## src/rtl/desen_packer.sv

```systemverilog
// desen_packer: packs three sampled pattern nibbles into a 12-bit word,
// feeds the last completed word back as prev, and queues words in a
// small first-word-fall-through FIFO drained by a valid/ready consumer.
module desen_packer #(
  parameter int unsigned DEPTH = 4,
  parameter int unsigned AW    = 2
) (
  input  logic          clk,
  input  logic          rst,
  input  logic          sample,
  input  logic [3:0]    nibble_in,
  input  logic          flush,
  output logic [11:0]   prev,
  output logic [11:0]   word_data,
  output logic          word_valid,
  input  logic          word_ready,
  output logic [AW:0]   fifo_count,
  output logic [1:0]    nib_cnt,
  output logic          overflow
);

  localparam int unsigned WW = 12;

  typedef enum logic [1:0] {
    IDLE  = 2'd0,
    HAVE1 = 2'd1,
    HAVE2 = 2'd2
  } state_t;

  state_t          state_q, state_d;
  logic [7:0]      acc_q, acc_d;
  logic            push_c;
  logic [WW-1:0]   push_word_c;

  logic [WW-1:0]   mem [DEPTH];
  logic [AW-1:0]   rd_ptr, wr_ptr;
  logic            pop_c, accept_c;
  logic [AW-1:0]   rd_next_c;
  logic [AW:0]     count_next_c;
  logic [WW-1:0]   head_next_c;

  // State encoding doubles as the held-nibble count.
  assign nib_cnt = 2'(state_q);

  // Packing state register.
  always_ff @(posedge clk or negedge rst) begin
    if (!rst) begin
      state_q <= IDLE;
      acc_q   <= '0;
    end else begin
      state_q <= state_d;
      acc_q   <= acc_d;
    end
  end

  // Next state, accumulator and push decision; a new nibble is taken before flush.
  always_comb begin
    state_d     = state_q;
    acc_d       = acc_q;
    push_c      = 1'b0;
    push_word_c = '0;
    case (state_q)
      IDLE: begin
        if (sample && flush) begin
          push_c      = 1'b1;
          push_word_c = {nibble_in, 8'h00};
        end else if (sample) begin
          state_d = HAVE1;
          acc_d   = {4'h0, nibble_in};
        end
      end
      HAVE1: begin
        if (sample && flush) begin
          push_c      = 1'b1;
          push_word_c = {acc_q[3:0], nibble_in, 4'h0};
          state_d     = IDLE;
          acc_d       = '0;
        end else if (sample) begin
          state_d = HAVE2;
          acc_d   = {acc_q[3:0], nibble_in};
        end else if (flush) begin
          push_c      = 1'b1;
          push_word_c = {acc_q[3:0], 8'h00};
          state_d     = IDLE;
          acc_d       = '0;
        end
      end
      HAVE2: begin
        if (sample) begin
          push_c      = 1'b1;
          push_word_c = {acc_q, nibble_in};
          state_d     = IDLE;
          acc_d       = '0;
        end else if (flush) begin
          push_c      = 1'b1;
          push_word_c = {acc_q, 4'h0};
          state_d     = IDLE;
          acc_d       = '0;
        end
      end
      default: begin
        state_d = IDLE;
        acc_d   = '0;
      end
    endcase
  end

  // FIFO control: a push into a full FIFO is accepted only alongside a pop.
  always_comb begin
    pop_c     = word_valid & word_ready;
    accept_c  = push_c & ((fifo_count != (AW+1)'(DEPTH)) | pop_c);
    rd_next_c = pop_c ? rd_ptr + AW'(1) : rd_ptr;
    case ({accept_c, pop_c})
      2'b10:   count_next_c = fifo_count + (AW+1)'(1);
      2'b01:   count_next_c = fifo_count - (AW+1)'(1);
      default: count_next_c = fifo_count;
    endcase
    // Bypass the word being written when it becomes the new head.
    head_next_c = (accept_c && (rd_next_c == wr_ptr)) ? push_word_c : mem[rd_next_c];
  end

  // FIFO storage; contents are don't-care until written.
  always_ff @(posedge clk) begin
    if (accept_c) mem[wr_ptr] <= push_word_c;
  end

  // FIFO pointers, occupancy, registered head, prev and sticky overflow.
  always_ff @(posedge clk or negedge rst) begin
    if (!rst) begin
      rd_ptr     <= '0;
      wr_ptr     <= '0;
      fifo_count <= '0;
      word_valid <= 1'b0;
      word_data  <= '0;
      prev       <= '0;
      overflow   <= 1'b0;
    end else begin
      rd_ptr     <= rd_next_c;
      if (accept_c) wr_ptr <= wr_ptr + AW'(1);
      fifo_count <= count_next_c;
      word_valid <= (count_next_c != '0);
      if (count_next_c != '0) word_data <= head_next_c;
      if (push_c) prev <= push_word_c;
      if (push_c && !accept_c) overflow <= 1'b1;
    end
  end

endmodule

```

## config.mk

```make
export PLATFORM = sky130hd
export DESIGN_NAME = desen_packer
export DESIGN_NICKNAME = d
export VERILOG_FILES = /design/src/rtl/desen_packer.sv
export SDC_FILE = /design/constraint.sdc
export NUM_CORES = 1
export LEC_CHECK = 0
export CORE_ASPECT_RATIO = 0.8
export CORE_MARGIN = 2
export CORE_UTILIZATION = 55
export CTS_CLUSTER_SIZE = 30
export DETAILED_ROUTE_END_ITERATION = 6
export GPL_TIMING_DRIVEN = 0
export HOLD_SLACK_MARGIN = 0.06
export PLACE_DENSITY = 0.76
export SLEW_MARGIN = 20
export SYNTH_ARGS = -nofsm -noshare
export SYNTH_HDL_FRONTEND = slang
export SYNTH_SLANG_ARGS = --single-unit
```

## constraint.sdc

```tcl
create_clock -name clk -period 3.95 [get_ports clk]
set_clock_uncertainty 0.1 [all_clocks]
set_input_delay 0.395 -clock clk [delete_from_list [all_inputs] [get_ports clk]]
set_output_delay 0.395 -clock clk [all_outputs]
set_load 0.005 [all_outputs]
```

==> run metrics <==
status complete, no violations; MaxCap Viol Count 0; Setup Crit Path Kind flip-flop to flip-flop; crit-path max cell delay 460 ps; commonest non-fill, non-tap cell in the layout edfxtp_1; cell mode on critical path inv_1; P_int 2249 µW; IO buf count 37; end point of the critical path word_data[4]; part of the power in registers 0.422; DR WL/cell 18.87 µm; switching share of power 0.2942; Syn. warnings 0; largest family of logic cells by synthesized area compound AO/OA/AOI/OAI gates; routability-driven placement congestion ratio 0.8610; multi-input logic area 0.001211 mm²; count of nets after finishing 309; CTS Buffer Depth 2; crit path time final 3630 ps; Filler Cells Inserted 465; Non-Filler Instances 386; clock slew at reported path FFs 90 ps; worst vdd ir 352.0 µV; drt total wl 7.285 mm; Synth Flop Type edfxtp_1; Synth Area in Adders 0.02169; die height 78.42 µm; syn_nets 259; first-pass GRT wire length 11.70 mm; iteration-0 DRC count of the detailed router 122; Rel. slew slack 0.5539; count of cell types in the netlist 40; Post-Synth XOR/XNOR Area 0.01840; crit path cell chain inv_1, a211o_1, a21oi_4, inv_1, ha_1, fa_1, xnor2_1, or3_1, and3_1, clkbuf_1, and2_1, a221o_1; async set-or-reset flop fraction in the synthesized netlist 0.4725; hold slack 217.0 ps; Final period util 0.9189; clock root cell clkbuf_8; syn avg cell area 15.60 µm²; drc violations 0; area growth from synthesis to layout 19.68%; commonest cells after routing, fill and taps aside 48 x edfxtp_1, 43 x dfrtp_1, 36 x clkdlybuf4s50_1; drt pass-1 iters 4; synthesized flop and latch total 91; P_sw 937.6 µW; Post-synth EDFFs 48; reg-to-reg slack, setup 320 ps; Max Slew Vio Count 0; r2r worst-path depth 12; Reg-to-Reg End word_data[4]; die width 97.02 µm; sequential share of the synthesized area 0.6612; largest net degree at the start of global routing 24; Startpoint Class flip-flop; Simple-Gate Fraction of Synth Area 0.08577; # IOs 40; via count 2272; initial antenna violation count 0; Req. time, crit path 4080 ps; worst skew pair latency 350 ps; Tot GR Track Use 0.2059; Pleak 0.001800 µW; CP max-delay cell dfrtp_1; Mapped Cells 244; CP startpoint nib_cnt[1]; Final Hold Fails 0; clk sinks 91; Pwr Density 699.4 mW/mm²; GRT overflow 0; Vias per Instance 5.886; layout cell share with drive strength beyond 1 0.1405; compound-cell area share of the yosys netlist 0.1114; clock share of power 0.216; setup TNS 0 ps; Mapped Area 0.003807 mm²; reg2reg start nib_cnt[1]; die area 0.007608 mm²; H-tree levels 3; core area 0.006790 mm²; final setup fails 0; fraction of synthesized area in multiplexers 0.07788; post-DP HPWL 4.963 mm; crit-path max FO 10; placed instance count 369; maximum clock frequency 275.5 MHz; Initial Util 0.5607; Num CTS Buffers 9; RSZ-0062 raised after global routing no; Arrival @ worst endpoint 3760 ps; Sequential Area 0.002517 mm²; post-route ant nets 0; # rows 27; worst min-delay path category input port to flip-flop; # diodes 0; hold depth 2; pin slew with the least headroom to its limit 664.4 ps; TritonCTS clock tree built; vias in the first global route 2224; crit end category flip-flop; postcts setup bufs 0; Comb power frac 0.362
-- worst min-delay path by stage --
stage	to	from	slack, ps
after floorplan	acc_q[0]	rst	-0.6
after global placement	overflow	overflow	360
after detailed placement	prev[10]	rst	290
after CTS	nib_cnt[1]	flush	190
after global routing	nib_cnt[1]	flush	220
final	nib_cnt[1]	flush	220
-- final cells by class --
cell class,count,share of cell area
Sequential cell,91,0.5524
Buffer,11,0.01400
Clock inverter,6,0.01949
Inverter,7,0.005766
Clock buffer,10,0.03020
Tap cell,87,0.02389
Multi-Input combinational cell,135,0.2658
Timing Repair Buffer,39,0.08841
-- timing repair --
action	in CTS	in global routing
endpoints found under the setup margin	0	12
gates resized for setup	0	2
hold buffers	1	0
endpoints found under the hold margin	20	0
-- flip-flops by register name (all words and copies together), names as in the netlist --
register / cells
mem: 48
rd_ptr: 2
prev: 12
overflow: 1
acc_q: 8
wr_ptr: 2
nib_cnt: 2
word_valid: 1
fifo_count: 3
word_data: 12
-- cell usage after synthesis (4+ instances only) --
cell type  number  area [µm²]
dfrtp_1        43        1076
clkbuf_1        4       15.01
nand2_1        13       48.80
inv_1           7       26.28
a21o_1         11       82.58
a22oi_1         4       30.03
mux4_2         11       247.7
and2_1         17       106.4
edfxtp_1       48        1441
and3_1          6       37.54
xnor2_1         8       70.07
a22o_1          5       43.79
a221o_1        12       120.1
nor2_1          6       22.52
ha_1            5       62.56
a32o_1          8       80.08
-- cell families after synthesis --
kind of cell,after synthesis
AOI/OAI and AO/OA,50
xor gates and xnor gates,8
adders and majority gates,6
buffers and inverters,18
DFF,91
muxes,14
and+or+nand+nor,57
-- routing by layer --
metal,GRT usage,wire length [µm]
met3,0.06500,402
met5,0,0
met2,0.3208,3482
met1,0.2839,3356
met4,0.06056,44
-- critical path, delay by kind of cell (launching register included) --
kind | cells | cell delay (ps)
AO/OA/AOI/OAI | 3 | 940
flip-flops | 1 | 460
buffers and inverters | 3 | 470
AND/OR/NAND/NOR | 3 | 780
XOR/XNOR | 1 | 140
adder cells (fa/ha/maj) | 2 | 610
-- per-stage QoR --
step,util,worst slack [ps],area (µm²),power [µW]
2_1_floorplan,-,536.6,3807,2095
3_3_place_gp,0.6313,-42.94,4287,2468
3_5_place_dp,0.6346,-126.9,4309,2515
4_1_cts,0.6694,42.52,4546,3206
5_1_grt,0.6711,87.24,4557,3363
6_report,0.6711,320.4,4557,3187
-- power by group through the flow --
stage               Clock, µW  Sequential [µW]  Combinational [µW]
floorplan                   0             1350                 748
global placement            0             1350                1120
detailed placement          0             1360                1150
CTS                       701             1340                1160
global route              735             1370                1260
finish                    688             1340                1150
Note: power is estimated with default switching activity, not from simulation.
